--- src/rtl/top_lib.sv ---
// Shared build-information constants and register types used by the info register slave.
package top_lib;

    typedef logic [31:0] sreg;
    typedef logic [63:0] dreg;

    localparam sreg MAJ_VER = 32'd2;
    localparam sreg MIN_VER = 32'd7;
    localparam sreg GIT_HSH = 32'h9F3C_A1D5;
    localparam sreg ID_WORD = 32'h534E_4553;

    localparam sreg ADDR_MAJ     = 32'd0;
    localparam sreg ADDR_MIN     = 32'd1;
    localparam sreg ADDR_GIT     = 32'd2;
    localparam sreg ADDR_SCRATCH = 32'd3;
    localparam sreg ADDR_UP_LO   = 32'd4;
    localparam sreg ADDR_UP_HI   = 32'd5;
    localparam sreg ADDR_ID      = 32'd6;

    typedef struct packed {
        sreg  data;
        logic err;
    } rsp_t;

    typedef enum logic {
        EMPTY = 1'b0,
        FULL  = 1'b1
    } buf_state_t;

endpackage

--- src/rtl/info_reg_slave_uptime.sv ---
// 64-bit free-running uptime counter; a read-low strobe captures the upper word
// so the host can assemble a coherent 64-bit value from two 32-bit reads.
module uptime_counter
    import top_lib::*;
(
    input  logic clk,
    input  logic rst,
    input  logic snap,
    output sreg  count_lo,
    output sreg  snapshot
);

    dreg cnt;
    sreg snap_q;

    always_ff @(posedge clk) begin
        if (rst) begin
            cnt    <= '0;
            snap_q <= '0;
        end else begin
            cnt <= cnt + 64'd1;
            if (snap) begin
                snap_q <= cnt[63:32];
            end
        end
    end

    assign count_lo = cnt[31:0];
    assign snapshot = snap_q;

endmodule

--- src/rtl/info_reg_slave.sv ---
// Read-mostly build-info register slave on a valid/ready request/response bus
// with a one-deep registered response buffer.
module info_reg_slave
    import top_lib::*;
#(
    parameter int  ADDR_WIDTH = 4,
    parameter sreg ID_WORD    = top_lib::ID_WORD
) (
    input  logic                  clkIn,
    input  logic                  rstIn,
    input  logic                  reqValidIn,
    output logic                  reqReadyOut,
    input  logic                  reqWriteIn,
    input  logic [ADDR_WIDTH-1:0] reqAddrIn,
    input  logic [31:0]           reqDataIn,
    output logic                  rspValidOut,
    input  logic                  rspReadyIn,
    output sreg                   rspDataOut,
    output logic                  rspErrOut
);

    buf_state_t state, state_next;
    rsp_t       rsp_next, rsp_p1;
    sreg        scratch;
    sreg        addr_ext;
    sreg        up_lo;
    sreg        up_hi_snap;
    logic       accept;
    logic       consume;
    logic       snap;

    assign addr_ext    = 32'(reqAddrIn);
    assign rspValidOut = (state == FULL);
    assign reqReadyOut = !rspValidOut || rspReadyIn;
    assign accept      = reqValidIn && reqReadyOut && !rstIn;
    assign consume     = rspValidOut && rspReadyIn;
    assign snap        = accept && !reqWriteIn && (addr_ext == ADDR_UP_LO);

    uptime_counter u_uptime (
        .clk      (clkIn),
        .rst      (rstIn),
        .snap     (snap),
        .count_lo (up_lo),
        .snapshot (up_hi_snap)
    );

    // Request decode: everything here is registered before reaching the rsp outputs.
    always_comb begin
        rsp_next = '0;
        if (reqWriteIn) begin
            rsp_next.err = (addr_ext != ADDR_SCRATCH);
        end else begin
            case (addr_ext)
                ADDR_MAJ:     rsp_next.data = MAJ_VER;
                ADDR_MIN:     rsp_next.data = MIN_VER;
                ADDR_GIT:     rsp_next.data = GIT_HSH;
                ADDR_SCRATCH: rsp_next.data = scratch;
                ADDR_UP_LO:   rsp_next.data = up_lo;
                ADDR_UP_HI:   rsp_next.data = up_hi_snap;
                ADDR_ID:      rsp_next.data = ID_WORD;
                default:      rsp_next.err  = 1'b1;
            endcase
        end
    end

    always_comb begin
        state_next = state;
        case (state)
            EMPTY:   if (accept) state_next = FULL;
            FULL:    if (consume && !accept) state_next = EMPTY;
            default: state_next = EMPTY;
        endcase
    end

    always_ff @(posedge clkIn) begin
        if (rstIn) begin
            state <= EMPTY;
        end else begin
            state <= state_next;
        end
    end

    // Response stage: loads only on accept, so it holds stable under backpressure.
    always_ff @(posedge clkIn) begin
        if (rstIn) begin
            rsp_p1 <= '0;
        end else if (accept) begin
            rsp_p1 <= rsp_next;
        end
    end

    always_ff @(posedge clkIn) begin
        if (rstIn) begin
            scratch <= '0;
        end else if (accept && reqWriteIn && (addr_ext == ADDR_SCRATCH)) begin
            scratch <= reqDataIn;
        end
    end

    assign rspDataOut = rsp_p1.data;
    assign rspErrOut  = rsp_p1.err;

endmodule

--- config.mk ---
export PLATFORM = sky130hd
export DESIGN_NAME = info_reg_slave
export DESIGN_NICKNAME = d
export VERILOG_FILES = /design/src/rtl/top_lib.sv /design/src/rtl/info_reg_slave_uptime.sv /design/src/rtl/info_reg_slave.sv
export SDC_FILE = /design/constraint.sdc
export NUM_CORES = 1
export LEC_CHECK = 0
export ABC_CLOCK_PERIOD_IN_PS = 2400
export CAP_MARGIN = 20
export CELL_PAD_IN_SITES_DETAIL_PLACEMENT = 1
export CELL_PAD_IN_SITES_GLOBAL_PLACEMENT = 1
export CORE_AREA = 2 2 136 138
export CTS_CLUSTER_SIZE = 10
export DETAILED_ROUTE_END_ITERATION = 7
export DIE_AREA = 0 0 138 140
export DONT_BUFFER_PORTS = 1
export HOLD_SLACK_MARGIN = 0.08
export PLACE_DENSITY = 0.76
export SLEW_MARGIN = 20
export SYNTH_ARGS = -nofsm -noshare
export SYNTH_HDL_FRONTEND = slang
export SYNTH_HIERARCHICAL = 1
export SYNTH_SLANG_ARGS = --single-unit
export TNS_END_PERCENT = 20
--- constraint.sdc ---
create_clock -name clkIn -period 2.4 [get_ports clkIn]
set_input_delay 0.24 -clock clkIn [delete_from_list [all_inputs] [get_ports clkIn]]
set_output_delay 0.24 -clock clkIn [all_outputs]
set_load 0.005 [all_outputs]
==> implementation parameters <==
Parameter                              Value

Critical path
  Slowest cell delay on critical path    0.56 ns
  Capturing point of the worst reg2reg path    scratch[21]
  Start point of the critical path    rspValidOut
  Worst setup path class    reg2reg
  Library cell contributing the largest single delay on the critical path    sky130_fd_sc_hd__dlygate4sd3_1
  Critical path, cell by cell    nand2b_1 -> nand4_1 -> buf_12 -> nand2_1 -> a21oi_1 -> dlygate4sd3_1
  Worst reg2reg path depth    6
  Critical register-to-register path startpoint    rspValidOut
  Slack of the worst reg-to-reg path    0.12 ns
  Endpoint type of the worst setup path    register
  Endpoint required time on the critical path    2.71 ns
  Kind of cell with the highest combined delay on the critical path    buffers and inverters
  Critical Path Source Type    register
  Max FO, Critical Path    25
  Buffers plus inverters on the worst setup path    2
  Worst EP arrival    2.59 ns

Timing
  Hold WS    0.0986 ns
  Hold Vio Cnt, Final    0
  Endpoints failing setup    0
  Final Max Slew Viols    0
  Pin slew with the least headroom to its limit    0.811 ns
  Worst slew margin    0.458
  Fin Setup TNS    0 ns
  Maximum clock frequency    439 MHz
  Maximum clock skew at final layout    0.0107 ns
  Final period util    0.949
  Post-layout minimum cycle time    2.28 ns
  Unrepaired setup endpoints after global routing    false

Synth
  Cell area after synthesis    7540 um2
  Count of flip-flops with a built-in enable after synthesis    0
  Seq/Total Area, Yosys    0.430
  Post-synthesis average cell area    8.43 um2
  FFs w/ async S/R, synth    0
  Main synth FF type    sky130_fd_sc_hd__dfxtp_1
  Instance count of the mapped netlist    895
  Register bit total from synthesis    162
  Count of distinct cell types in the synthesized netlist    55
  Nets in the synthesized netlist    937
  Number of synthesis warnings    6

Clock network
  Clock root cell    sky130_fd_sc_hd__clkbuf_16
  Clock input transition at the sequential cells of the worst setup and hold paths    0.06 ns
  Clk sinks    162
  Max clock buf depth    2
  Number of buffers created by CTS    17
  TritonCTS clock tree    done
  Count of buffers added by post-CTS timing repair for setup    0
  H-tree depth    4
  Clock insertion delay at the later pin of the skew report    0.43 ns

GRT
  Global-route total usage across every layer    0.248
  Largest net degree at the start of global routing    118
  First-pass GRT wire length    37.7 mm
  Antenna violations before repair    0
  Vias in the first global route    6,754
  Remaining global-route overflow    0

Layout
  Final layout net count    934
  Share of post-route cells with drive strength above 1    0.0939
  Layout Cells excl Fill    1,134
  Antenna cells    0
  Cell area after layout    8550 um2
  Signed area change from the synthesized netlist to the final layout    13.3%

Floorplanning
  Initial Utilization    0.424
  Number of core rows    49
  Die outline area    19,300 um2
  Floorplan Core Area    17,800 um2
  Die X-Extent    138 um
  I/O pin count    76
  Floorplan die height    140 um

Placement
  Detailed placer's ending HPWL    15.6 mm
  Global placement routability congestion    0.854
  Area post-placement    7560 um2
  Buffers on Ports    0
  Cell Count Post-Placement    1,062

Status
  Outcome    complete, no violations

Routing
  Total wire length after detailed routing    23.8 mm
  Total via count in the routed design    6,686
  Number of detailed-route iterations in the first pass    5
  Routed wirelength normalized by instance count    21.0 um
  Vias/cell    5.90
  Post-route ant nets    0
  DRC violation count after routing    0
  Violation count after the first detailed-routing iteration    459

Min path
  Cell depth of the worst hold path    3
  Hold crit path type    in2reg
  Worst hold endpoint    rspDataOut[24]
  Hold path startpoint    reqAddrIn[0]

Pwr
  VDD IR max    476 uV
  PnR Total Power    5.56 mW
  Power Density    650 nW/um2
  Leakage power    2.81 nW

Job
  Max-Cap Viols    0
Yosys cell counts (3+ instances only):
| cell | n | area, um2 |
|---|---|---|
| sky130_fd_sc_hd__buf_2 | 7 | 35.0 |
| sky130_fd_sc_hd__a22o_1 | 21 | 184 |
| sky130_fd_sc_hd__buf_1 | 8 | 30.0 |
| sky130_fd_sc_hd__xor2_1 | 12 | 105 |
| sky130_fd_sc_hd__nand3_1 | 22 | 110 |
| sky130_fd_sc_hd__and4_1 | 9 | 78.8 |
| sky130_fd_sc_hd__nor2_1 | 80 | 300 |
| sky130_fd_sc_hd__a21oi_1 | 73 | 365 |
| sky130_fd_sc_hd__a2bb2oi_1 | 4 | 35.0 |
| sky130_fd_sc_hd__o21ai_0 | 66 | 330 |
| sky130_fd_sc_hd__buf_4 | 33 | 248 |
| sky130_fd_sc_hd__o31ai_1 | 8 | 60.1 |
| sky130_fd_sc_hd__nand2_1 | 114 | 428 |
| sky130_fd_sc_hd__and3_1 | 5 | 31.3 |
| sky130_fd_sc_hd__buf_6 | 5 | 56.3 |
| sky130_fd_sc_hd__nor4_1 | 6 | 37.5 |
| sky130_fd_sc_hd__xnor2_1 | 13 | 114 |
| sky130_fd_sc_hd__or4_1 | 8 | 60.1 |
| sky130_fd_sc_hd__clkbuf_2 | 5 | 25.0 |
| sky130_fd_sc_hd__or2_2 | 3 | 18.8 |
| sky130_fd_sc_hd__a31o_2 | 3 | 26.3 |
| sky130_fd_sc_hd__or3_1 | 22 | 138 |
| sky130_fd_sc_hd__dfxtp_1 | 162 | 3240 |
| sky130_fd_sc_hd__o22ai_1 | 6 | 37.5 |
| sky130_fd_sc_hd__mux2_2 | 5 | 56.3 |
| sky130_fd_sc_hd__nand2b_1 | 3 | 18.8 |
| sky130_fd_sc_hd__mux2i_1 | 42 | 420 |
| sky130_fd_sc_hd__nor2b_1 | 8 | 50.1 |
| sky130_fd_sc_hd__clkbuf_1 | 33 | 124 |
| sky130_fd_sc_hd__a22oi_1 | 21 | 158 |
| sky130_fd_sc_hd__nand4_1 | 26 | 163 |
| sky130_fd_sc_hd__inv_1 | 21 | 78.8 |
| sky130_fd_sc_hd__nor3_1 | 11 | 55.1 |
timing repair:
item / in CTS / in global routing
hold buffers: 40 / 0
endpoints found under the hold margin: 141 / 0
setup endpoints to repair: 0 / 6
gates resized for setup: 0 / 1
worst max path at each step:
stage	to	slack (ns)	depth (start not counted)
finish	scratch[21]	0.12	6
global route	u_uptime/cnt[34]	0.03	7
CTS	u_uptime/cnt[39]	0.17	6
detailed placement	u_uptime/cnt[46]	0.22	6
global placement	u_uptime/cnt[46]	0.27	6
floorplan	u_uptime/snapshot[1]	0.12	9
state kept, by name, summed over array words and instances, names as in the netlist:
register           count
rspDataOut            32
rspErrOut              1
rspValidOut            1
scratch               32
u_uptime/cnt          64
u_uptime/snapshot     32
worst reg2reg max path, stage by stage (launching register included):
cell and delay, ns:
sky130_fd_sc_hd__dfxtp_1 0.33, sky130_fd_sc_hd__nand2b_1 0.27, sky130_fd_sc_hd__nand4_1 0.49, sky130_fd_sc_hd__buf_12 0.35, sky130_fd_sc_hd__nand2_1 0.10, sky130_fd_sc_hd__a21oi_1 0.07, sky130_fd_sc_hd__dlygate4sd3_1 0.56
cell usage in the layout (no fill, tap or decap), types with 5 or more instances in the layout:
cell,instances
sky130_fd_sc_hd__a21oi_1,72
sky130_fd_sc_hd__a22o_1,21
sky130_fd_sc_hd__a22oi_1,21
sky130_fd_sc_hd__and3_1,5
sky130_fd_sc_hd__and4_1,9
sky130_fd_sc_hd__buf_4,27
sky130_fd_sc_hd__clkbuf_16,17
sky130_fd_sc_hd__dfxtp_1,162
sky130_fd_sc_hd__dlygate4sd3_1,39
sky130_fd_sc_hd__inv_1,21
sky130_fd_sc_hd__mux2_2,5
sky130_fd_sc_hd__mux2i_1,42
sky130_fd_sc_hd__nand2_1,114
sky130_fd_sc_hd__nand3_1,22
sky130_fd_sc_hd__nand4_1,26
sky130_fd_sc_hd__nor2_1,80
sky130_fd_sc_hd__nor2b_1,8
sky130_fd_sc_hd__nor3_1,11
sky130_fd_sc_hd__nor4_1,6
sky130_fd_sc_hd__o21ai_0,66
sky130_fd_sc_hd__o22ai_1,6
sky130_fd_sc_hd__o31ai_1,8
sky130_fd_sc_hd__or3_1,22
sky130_fd_sc_hd__or4_1,8
sky130_fd_sc_hd__xnor2_1,13
sky130_fd_sc_hd__xor2_1,12
layer usage:
layer,vias to the layer above,global-route usage,part of all wire
met4,0,0.110,0.037
met1,3335,0.314,0.43
li1,3132,-,-
met3,45,0.0591,0.054
met2,174,0.405,0.47
met5,-,0,0
per-stage QoR:
stage                     utilization  setup WS [ns]
final                           0.481          0.122
after global routing            0.481         0.0267
after CTS                       0.481          0.168
after detailed placement        0.425          0.225
after global placement          0.425          0.269
after floorplan                     -          0.120
cells by family after synthesis:
| family | after synthesis | synth area share |
|---|---|---|
| adder cells (fa/ha/maj) | 1 | 0.00166 |
| XOR/XNOR | 25 | 0.0290 |
| buffers and inverters | 112 | 0.0791 |
| AO/OA/AOI/OAI | 208 | 0.165 |
| flip-flops | 162 | 0.430 |
| multiplexers | 47 | 0.0632 |
| AND/OR/NAND/NOR | 340 | 0.233 |
power breakdown:
part	internal, mW	switching [mW]
combinational	0.0778	0.124
clock	1.49	1.15
sequential	2.70	0.0128
total	4.27	1.29
area by class of cell:
class,count,area [um2]
clock inverters,11,106
flip-flops and latches,162,3240
inverters,21,78.8
fillers,2101,9230
repair buffers,69,661
clock buffers,21,460
well taps,229,287
multi-input cells,621,3710
Power figures use the tool's default switching activity.
